`src/rtl/arith_decoder.sv`:
```
// Sequential 16-bit arithmetic decoder: FILL -> SEARCH -> OUT -> RENORM loop over a serial bitstream.
// Optional `ARITH_DEC_ERR_EN adds a sticky err output for illegal table writes and zero-width symbols.
module arith_decoder #(
  parameter  int SYMS = 16,
  localparam int SW   = $clog2(SYMS)
) (
  input  logic          clk,
  input  logic          rst,
  input  logic          start,
  input  logic          cdf_wr_en,
  input  logic [SW-1:0] cdf_wr_addr,
  input  logic [15:0]   cdf_wr_data,
  input  logic          bit_in,
  input  logic          bit_valid,
  output logic          bit_ready,
  output logic [SW-1:0] sym_out,
  output logic          sym_valid,
  input  logic          sym_ready,
  output logic          busy
`ifdef ARITH_DEC_ERR_EN
  ,
  output logic          err
`endif
);

  localparam logic [2:0] S_IDLE   = 3'd0;
  localparam logic [2:0] S_FILL   = 3'd1;
  localparam logic [2:0] S_SEARCH = 3'd2;
  localparam logic [2:0] S_OUT    = 3'd3;
  localparam logic [2:0] S_RENORM = 3'd4;

  logic [2:0]    state;
  logic [15:0]   low, high, code;
  logic [SW-1:0] idx;
  logic [16:0]   prev_bound;
  logic [3:0]    fill_cnt;
  logic [15:0]   cdf_r [SYMS];

  logic [16:0]   range, cdf_hi;
  logic [33:0]   prod;
  logic [17:0]   bound;
  logic          hit, e12, e3;

  // Entries 0 and SYMS are the implicit 0 and 65536 end points of the table.
  function automatic logic [16:0] get_cdf(input logic [SW:0] k);
    if (k == '0) return '0;
    if (k == (SW+1)'(SYMS)) return 17'h10000;
    return {1'b0, cdf_r[k[SW-1:0]]};
  endfunction

  always_comb begin
    range     = {1'b0, high} - {1'b0, low} + 17'd1;
    cdf_hi    = get_cdf({1'b0, idx} + (SW+1)'(1));
    prod      = 34'(range) * 34'(cdf_hi);
    bound     = 18'(low) + 18'(prod >> 16);
    hit       = ({2'b00, code} < bound);
    e12       = (low[15] == high[15]);
    e3        = (low[15:14] == 2'b01) && (high[15:14] == 2'b10);
    bit_ready = (state == S_FILL) || ((state == S_RENORM) && (e12 || e3));
  end

  assign sym_valid = (state == S_OUT);
  assign busy      = (state != S_IDLE);

  always_ff @(posedge clk) begin
    if (rst) begin
      state   <= S_IDLE;
      low     <= 16'h0000;
      high    <= 16'hFFFF;
      code    <= 16'h0000;
      sym_out <= '0;
      for (int i = 0; i < SYMS; i++) cdf_r[i] <= 16'(i * 65536 / SYMS);
    end else begin
      if (cdf_wr_en && (state == S_IDLE) && (cdf_wr_addr != '0))
        cdf_r[cdf_wr_addr] <= cdf_wr_data;
      case (state)
        S_IDLE: begin
          if (start) begin
            state    <= S_FILL;
            low      <= 16'h0000;
            high     <= 16'hFFFF;
            code     <= 16'h0000;
            fill_cnt <= 4'd0;
          end
        end
        S_FILL: begin
          if (bit_valid) begin
            code     <= {code[14:0], bit_in};
            fill_cnt <= fill_cnt + 4'd1;
            if (fill_cnt == 4'd15) begin
              state      <= S_SEARCH;
              idx        <= '0;
              prev_bound <= {1'b0, low};
            end
          end
        end
        // Linear search: the last symbol always hits because its bound is high+1.
        S_SEARCH: begin
          if (hit) begin
            sym_out <= idx;
            high    <= 16'(bound - 18'd1);
            low     <= prev_bound[15:0];
            state   <= S_OUT;
          end else begin
            prev_bound <= bound[16:0];
            idx        <= idx + SW'(1);
          end
        end
        S_OUT: begin
          if (sym_ready) state <= S_RENORM;
        end
        S_RENORM: begin
          if (e12 || e3) begin
            if (bit_valid) begin
              low  <= {low[14:0], 1'b0}     ^ {e3 && !e12, 15'd0};
              high <= {high[14:0], 1'b1}    ^ {e3 && !e12, 15'd0};
              code <= {code[14:0], bit_in}  ^ {e3 && !e12, 15'd0};
            end
          end else begin
            state      <= S_SEARCH;
            idx        <= '0;
            prev_bound <= {1'b0, low};
          end
        end
        default: state <= S_IDLE;
      endcase
    end
  end

`ifdef ARITH_DEC_ERR_EN
  logic [16:0] nb_lo, nb_hi, cdf_lo;
  logic        wr_bad, zero_width;

  always_comb begin
    nb_lo      = get_cdf({1'b0, cdf_wr_addr} - (SW+1)'(1));
    nb_hi      = get_cdf({1'b0, cdf_wr_addr} + (SW+1)'(1));
    cdf_lo     = get_cdf({1'b0, idx});
    wr_bad     = cdf_wr_en && ((state != S_IDLE) ||
                 ((cdf_wr_addr != '0) &&
                  (({1'b0, cdf_wr_data} <= nb_lo) || ({1'b0, cdf_wr_data} >= nb_hi))));
    zero_width = (state == S_SEARCH) && hit && (cdf_lo == cdf_hi);
  end

  // Sticky: a new fault in the same cycle as a clearing start still wins.
  always_ff @(posedge clk) begin
    if (rst)                           err <= 1'b0;
    else if (wr_bad || zero_width)     err <= 1'b1;
    else if ((state == S_IDLE) && start) err <= 1'b0;
  end
`endif

endmodule

```
`config.mk`:
```
export PLATFORM = sky130hd
export DESIGN_NAME = arith_decoder
export DESIGN_NICKNAME = d
export VERILOG_FILES = /design/src/rtl/arith_decoder.sv
export SDC_FILE = /design/constraint.sdc
export NUM_CORES = 1
export LEC_CHECK = 0
export ABC_AREA = 1
export BUFFER_PORTS_ARGS = -buffer_cell sky130_fd_sc_hd__buf_2
export CAP_MARGIN = 20
export CORE_MARGIN = 5
export CORE_UTILIZATION = 29
export DETAILED_ROUTE_END_ITERATION = 7
export SKIP_CTS_REPAIR_TIMING = 1
export SYNTH_ARGS = -nofsm -noshare
export SYNTH_HDL_FRONTEND = slang
export SYNTH_SLANG_ARGS = --single-unit
```
`constraint.sdc`:
```
create_clock -name clk -period 13.4 [get_ports clk]
set_clock_uncertainty 0.2 [all_clocks]
set_input_delay 2.01 -clock clk [delete_from_list [all_inputs] [get_ports clk]]
set_output_delay 2.01 -clock clk [all_outputs]
set_load 0.1 [all_outputs]
```
== Word level (Yosys, flattened, before mapping) ==
Memory sizes are Yosys's and may differ from the RTL's.
Index checks and enable logic that the tools add are counted.
Widths: inputs -> output; s select.

* Bits of input ports: 27
* Word-level logic and storage cells: 112
* Memories kept: 1
* Register bits: 79
* Bits in writable memories: 256
* Output and inout bits: 7

* Reductions and logical operators: 23
* Mux-type cells: 49
* Add/subtract/negate cells: 7
* Eq/ne operators: 18
* $mul: 1
* Magnitude comparators: 1
* Bitwise logic cells: 4

{| class="wikitable"
|+ Memories
! name !! words !! width !! read ports !! clocked after Yosys merged registers in !! wr ports !! RTL line !! RTL
|-
| cdf_r || 16 || 16 || 1 || 0 || 16 || 37 || <nowiki>logic [15:0] cdf_r [SYMS];</nowiki>
|}

{| class="wikitable"
|+ Operators by type and width
! operator !! number
|-
| $mux 16 || 16
|-
| $pmux 16 s3 || 4
|-
| $mux 17 || 4
|-
| $xor 16x16->16 || 3
|-
| $mul 17x17->34 || 1
|-
| $mux 4 || 7
|-
| $add 16x18->18 || 1
|-
| $lt 16x18->1 || 1
|-
| $mux 3 || 6
|-
| $add 17x1->17 const B || 1
|-
| $sub 16x16->17 || 1
|-
| $reduce_or 16->1 || 1
|-
| $sub 16x1->16 const B || 1
|-
| $pmux 3 s5 || 1
|-
| $ne 2x2->1 const B || 6
|-
| $pmux 4 s3 || 1
|-
| $reduce_and 6->1 || 2
|-
| $reduce_bool 3->1 || 4
|-
| $reduce_and 5->1 || 2
|-
| $mux 1 || 9
|-
| $add 4x1->4 const B || 2
|-
| $pmux 4 s2 || 1
|-
| $eq 3x2->1 const B || 2
|-
| $ne 2x1->1 const B || 3
|-
| 18 further kinds || 23
|}

== Logic depth before layout (Yosys ltp) ==
Gate-level depths: netlist (run 1).

* Depth in word-level cells: 11
* Gate-level depth with buffers: 63
* Mapped depth without buffers: 62

== Worst setup path after synthesis (run 1) ==
Ideal clock, no wire load.

* Path kind: register -> register
* From: register high[1]
* To: register idx[0], enable pin
* Path slack: 2.733 ns
* Cell stages (with the launch flop): 53
* Arrival time: 10.071 ns
* Library setup time: 0.397 ns
* Clock period less this slack: 10.667 ns
* Cell sequence: dfxtp_1 inv_1 ha_1 inv_1 ha_1 inv_1 fa_1 o21ai_0 a21oi_1 o21ai_0 xor2_1 inv_1 nand2_1 fa_1 inv_1 fa_1 fa_1 fa_1 (+17 left out) inv_1 a21oi_1 nand3_1 nand2_1 inv_1 ha_1 nand2_1 nor2_1 nand3_1 nand3_1 nand2_1 nand3_1 nand3_1 nand2_1 nand2_1 nand2_2 a21oi_2 nor2_1

* Longest elaborated chain between the ends: 7

{| class="wikitable"
|+ RTL lines
! item !! RTL line !! RTL
|-
| start, declared || 33 || <nowiki>logic [15:0] low, high, code;</nowiki>
|-
| start signal, assigned || 101 || <nowiki>high <= 16'(bound - 18'd1);</nowiki>
|-
| start signal, assigned || 116 || <nowiki>high <= {high[14:0], 1'b1} ^ {e3 && !e12, 15'd0};</nowiki>
|-
| $sub 16x16->17 || 52 || <nowiki>range = {1'b0, high} - {1'b0, low} + 17'd1;</nowiki>
|-
| $add 17x1->17 || 52 ||
|-
| $mul 17x17->34 || 54 || <nowiki>prod = 34'(range) * 34'(cdf_hi);</nowiki>
|-
| $add 16x18->18 || 55 || <nowiki>bound = 18'(low) + 18'(prod >> 16);</nowiki>
|-
| $lt 16x18->1 || 56 || <nowiki>hit = ({2'b00, code} < bound);</nowiki>
|-
| $ne 2x2->1 (no line) || -- ||
|-
| $reduce_and 6->1 (no line) || -- ||
|-
| end signal, assigned || 106 || <nowiki>idx <= idx + SW'(1);</nowiki>
|-
| end, declared || 34 || <nowiki>logic [SW-1:0] idx;</nowiki>
|}

Every way passes these cells.
A chain may end at the register's enable or synchronous reset.

== Worst setup path in the final report (run 1) ==
* From: register high[1]
* To: register low[6]

* Longest elaborated chain between the ends: 7

{| class="wikitable"
|+ RTL lines
! item !! RTL line !! RTL
|-
| $sub 16x16->17 || 52 ||
|-
| $add 17x1->17 || 52 ||
|-
| $mul 17x17->34 || 54 ||
|-
| $add 16x18->18 || 55 ||
|-
| $lt 16x18->1 || 56 ||
|-
| $ne 2x2->1 (no line) || -- ||
|-
| $reduce_and 5->1 (no line) || -- ||
|-
| end signal, assigned || 102 || <nowiki>low <= prev_bound[15:0];</nowiki>
|-
| end signal, assigned || 115 || <nowiki>low <= {low[14:0], 1'b0} ^ {e3 && !e12, 15'd0};</nowiki>
|-
| end, declared || 33 ||
|}

Every way passes these cells.

==> flow_summary.toml, run 1 <==
[synth]
synth_top_family_by_area = "adder cells"
synthMuxAreaShare_pct = 0
synth_compound_area_share_pct = 8.70
seq_area_frac_synth_pct = 35.7
syn_area_per_cell_um2 = 8.51
syn_inst = 3134
synth-adder-area-share_pct = 24.7
synth_edf_count = 280
yosysUniqueCellTypes = 50
synth_ff_type = "edfxtp_1"
synth_xor_area_share_pct = 1.50
netlist_top_cells_area = "edfxtp_1, fa_1, nand2_1"
yosysWarnings = 0
yosys.area_share.simple_pct = 20.4
async_reset_ff_share_pct = 0
ys_ff_latch = 335
synth_top_area_cell = "edfxtp_1"
netlist.area_leader.share_pct = 31.5
synth_area_um2 = 26700

[drt]
drt-initial-drc-count = 2072
vias = 21191
drc_errors = 0
dr.pass1.iters = 5
finalWirelength_mm = 78.6
wire_per_inst_um = 18.1
vias_per_cell = 4.89
ant_nets = 0

[layout]
nets = 3544
syn2layout_area_growth_pct = 9.29
drive_gt1_share_pct = 5.56
n_antenna_cell = 0
final_area_um2 = 29100
fillers = 9550

[clocking]
cts_tree = "done"
cts_buffer_depth = 3
clockRootBuffer = "clkbuf_16"
htreeDepth = 1
cts_sinks = 335
clk_latency_ns = 0.62
cts_buffers = 30
path_clk_slew_ns = 0.07

[grt]
grt.overflow.total = 0
grtUsageTotal_pct = 15.6
grt_pass1_wl_mm = 122
grt_max_degree = 131
grt_pass1_vias = 20803
grt_antenna_before_repair = 1

[placement]
dp_slack_ns = 1.24
post-dp-hpwl_mm = 56.6
finalWeightedCongestion = 0.907
port_buffers = 33
dpl-instance-area_um2 = 28200

[sta]
max-slew-margin-rel_pct = 26.8
whs_ns = 0.259
period_minus_slack_ns = 12.23
fmax_mhz = 81.8
setup_viol = 0
tns_ns = 0
report.final.slew_viol_count = 0
worst_slew_pin_slew_ns = 1.10
timing.final.crit_share_pct = 91.3
fin_ws_ns = 1.17
final_hold_viol_count = 0
rsz0062_at_grt = "no"

[floorplan]
fp.dieW_um = 313
core_um2 = 91500
die_area_um2 = 98100
rows = 111
ios = 34
dieHeight_um = 313
start_util_pct = 29.1

[flow_run]
maxCapViolCount = 0

[setup_path]
critPathLaunchType = "flip-flop"
worstSetupEndpointType = "flip-flop"
critPathRequiredTime_ns = 13.66
crit_top_cell = "nand2_1"
max_stage_delay_ns = 0.78
critical_path_class = "flip-flop to flip-flop"
worstPathArrival_ns = 12.49
slowest_stage = "xor2_1"
cp_max_fo = 20

[status]
outcome = "finished, final reports clean"

[min_path]
hp-class = "flip-flop to flip-flop"
-- synthesized netlist by cell type, types with 4 or more instances --
library cell / instances
clkinv_1: 11
a221o_1: 32
buf_2: 16
nand2_2: 8
o21ai_0: 59
o211ai_1: 5
nand2_1: 648
fa_1: 224
nand3_1: 143
dfxtp_1: 55
nor2_2: 6
inv_2: 16
xnor2_1: 13
a21o_1: 4
a21oi_2: 5
xor2_1: 29
o31ai_1: 4
ha_1: 168
o21ai_1: 4
nand3b_1: 16
nand4_1: 10
a22oi_1: 32
o21bai_1: 5
nor2_1: 482
nand3_2: 6
nor3_1: 12
clkbuf_1: 104
a31oi_1: 8
a21oi_1: 221
edfxtp_1: 280
buf_1: 8
inv_1: 468
-- registers in the layout, summed over array words and instances (netlist names) --
name / cells
sym_out: 4
idx: 4
cdf_r: 256
low: 16
high: 16
prev_bound: 16
code: 16
fill_cnt: 4
state: 3
-- metrics by stage --
stage	std cells	util (%)
2_1_floorplan	3149	-
3_3_place_gp	4277	30.8
3_5_place_dp	4277	30.8
4_1_cts	4331	31.8
5_1_grt	4333	31.8
6_report	4333	31.8
-- critical path, delay by kind of cell (launching register included) --
kind	cells	cell delay [ns]
and+or+nand+nor	23	2.76
buffers and inverters	12	1.33
xor gates and xnor gates	2	1.18
AOI/OAI and AO/OA	6	1.55
DFF	1	0.33
adders and majority gates	12	4.76
-- worst paths after layout --
| path | to | cells after the start | slack [ns] | startpoint |
|---|---|---|---|---|
| worst max register to register | low[6] | 55 | 1.17 | high[1] |
| worst max-delay path | low[6] | 55 | 1.17 | high[1] |
| worst min register to register | high[1] | 2 | 0.26 | high[1] |
| worst min-delay path | high[1] | 2 | 0.26 | high[1] |
-- routing by layer --
metal | global-route usage (%) | routed length, um | vias to the layer above
met3 | 1.38 | 4860 | 125
met4 | 4.64 | 2440 | 0
met2 | 25.8 | 36500 | 734
met5 | 0 | 0 | -
met1 | 21.9 | 34800 | 10348
li1 | - | - | 9984
-- logic make-up (layout without fill, tap and decap cells) --
kind of cell / Yosys count / after routing
simple gates: 1342 / 1342
fa+ha+maj: 392 / 392
buf+inv: 628 / 626
xor+xnor: 44 / 44
flops: 335 / 335
other cells: 1 / 16
compound gates: 392 / 392
-- cell usage in the layout (no fill, tap or decap), types with 28 or more instances in the layout --
cell type / netlist / final
buf_2: 16 / 33
clkbuf_16: 0 / 30
buf_4: 2 / 42
nand2_1: 648 / 648
a221o_1: 32 / 32
nor2_1: 482 / 480
fa_1: 224 / 224
nand3_1: 143 / 143
a22oi_1: 32 / 32
a21oi_1: 221 / 221
edfxtp_1: 280 / 280
o21ai_0: 59 / 59
inv_1: 468 / 468
dfxtp_1: 55 / 55
ha_1: 168 / 168
xor2_1: 29 / 28
-- cell type report --
type | instances | area, um2 | share of cell area (%)
inverters | 495 | 1860 | 6.39
flip-flops and latches | 335 | 9510 | 32.6
multi-input cells | 2186 | 14800 | 50.8
repair buffers | 77 | 520 | 1.79
well taps | 1186 | 1480 | 5.09
clock inverters | 17 | 163 | 0.558
clock buffers | 37 | 787 | 2.70
Power of run 1 is left out: the tool's default activity adds up to more than one toggle a clock period on the data nets, which glitch-free logic cannot reach.
==> run 2: changes to the inputs <==
CORE_MARGIN = 2   (was 5)
==> run 2 against run 1 <==
Compared with the run above: via count is 0.49% lower; die area fell by 3.8%; utilization grew 0.081 points; non-clock buffer count fell by 13; register-to-register slack improved by 0.33 ns; maximum frequency is 2.8% higher; worst hold slack improved by 0.0092 ns; critical path type unchanged.
==> flow_summary.toml, run 2 (synthesis results as in run 1) <==
[status]
outcome = "finished, final reports clean"

[setup_path]
crit_top_cell = "nand2_1"
worstReg2RegStart = "high[1]"
max_stage_delay_ns = 0.73
crit_path_start = "high[1]"
critPathLaunchType = "flip-flop"
crit_path_end = "low[12]"
reg2reg_depth = 52
critical_path_class = "flip-flop to flip-flop"
r2r_setup_slack_ns = 1.50
worstSetupEndpointType = "flip-flop"
slowest_stage = "xor2_1"
worstPathArrival_ns = 12.22
timing.rr.end = "low[12]"
critPathRequiredTime_ns = 13.72
cp_max_fo = 20

[layout]
syn2layout_area_growth_pct = 9.40
final_common_cell = "nand2_1"
drive_gt1_share_pct = 5.29
largest_register_ffs = 256
nets = 3532
regMostFlops = "cdf_r"
n_antenna_cell = 0
layout_common_cells = "nand2_1, nor2_1, inv_1"

[sta]
tns_ns = 0
rsz0062_at_grt = "no"
final_hold_viol_count = 0
timing.final.crit_share_pct = 88.8
max-slew-margin-rel_pct = 28.6
report.final.slew_viol_count = 0
worst_slew_pin_slew_ns = 1.07
period_minus_slack_ns = 11.90
setup_viol = 0
fmax_mhz = 84.0

[placement]
finalWeightedCongestion = 0.895
port_buffers = 33
post-dp-hpwl_mm = 57.2

[clocking]
htreeDepth = 1
cts_tree = "done"
clockRootBuffer = "clkbuf_16"
path_clk_slew_ns = 0.07
clk_latency_ns = 0.61
cts_buffers = 31
cts_sinks = 335
cts_buffer_depth = 3

[grt]
grt_pass1_wl_mm = 122
grt.overflow.total = 0
grt_pass1_vias = 20949
grt_max_degree = 131
grtUsageTotal_pct = 16.6
grt_antenna_before_repair = 0

[floorplan]
die_area_um2 = 94400
dieHeight_um = 307
fp.dieW_um = 307
start_util_pct = 29.2
rows = 111
ios = 34
core_um2 = 91400

[flow_run]
maxCapViolCount = 0

[drt]
drc_errors = 0
vias = 21087
finalWirelength_mm = 78.2
dr.pass1.iters = 6
vias_per_cell = 4.88
wire_per_inst_um = 18.1
drt-initial-drc-count = 1748
ant_nets = 0

[min_path]
whs_path_depth = 2
hp-class = "flip-flop to flip-flop"
==> run 2: per-stage QoR <==
stage / hold slack, ns / setup WS, ns / std cells / cell area [um2] / util (%)
4_1_cts: 0.263 / 1.56 / 4324 / 29200 / 31.9
2_1_floorplan: 0.229 / 2.73 / 3149 / 26700 / -
3_3_place_gp: 0.245 / 1.60 / 4266 / 28100 / 30.8
6_report: 0.269 / 1.50 / 4324 / 29200 / 31.9
5_1_grt: 0.297 / 0.496 / 4324 / 29200 / 31.9
3_5_place_dp: 0.245 / 1.59 / 4266 / 28100 / 30.8
==> run 2: worst min path at each step <==
stage	from	to	slack, ns
after global routing	high[1]	high[1]	0.30
after CTS	high[1]	high[1]	0.26
after floorplan	high[1]	high[1]	0.23
after detailed placement	high[1]	high[1]	0.25
final	high[1]	high[1]	0.27
after global placement	high[1]	high[1]	0.24
==> run 2: area by class of cell <==
type | instances | area, um2
clock inverter | 20 | 243
tap | 1186 | 1480
sequential | 335 | 9510
timing repair buffer | 64 | 435
multi-input combinational | 2186 | 14800
fill | 9664 | 62200
inverter | 495 | 1860
clock buffer | 38 | 822
==> run 2: metal layers <==
layer | GRT usage [%] | part of all wire (%) | vias to the layer above
met5 | 0 | 0 | -
li1 | - | - | 9976
met4 | 5.60 | 3.5 | 0
met2 | 27.7 | 47 | 747
met3 | 2.16 | 6.7 | 139
met1 | 22.2 | 43 | 10225
==> run 2: worst max-delay path, delay by kind of cell (launching register included) <==
| family | cells | cell delay [ns] |
|---|---|---|
| and+or+nand+nor | 23 | 2.47 |
| adders and majority gates | 12 | 4.88 |
| buffers and inverters | 9 | 0.94 |
| DFF | 1 | 0.33 |
| AOI/OAI and AO/OA | 5 | 1.53 |
| xor gates and xnor gates | 3 | 1.44 |
Power of run 2 is left out for the same reason.
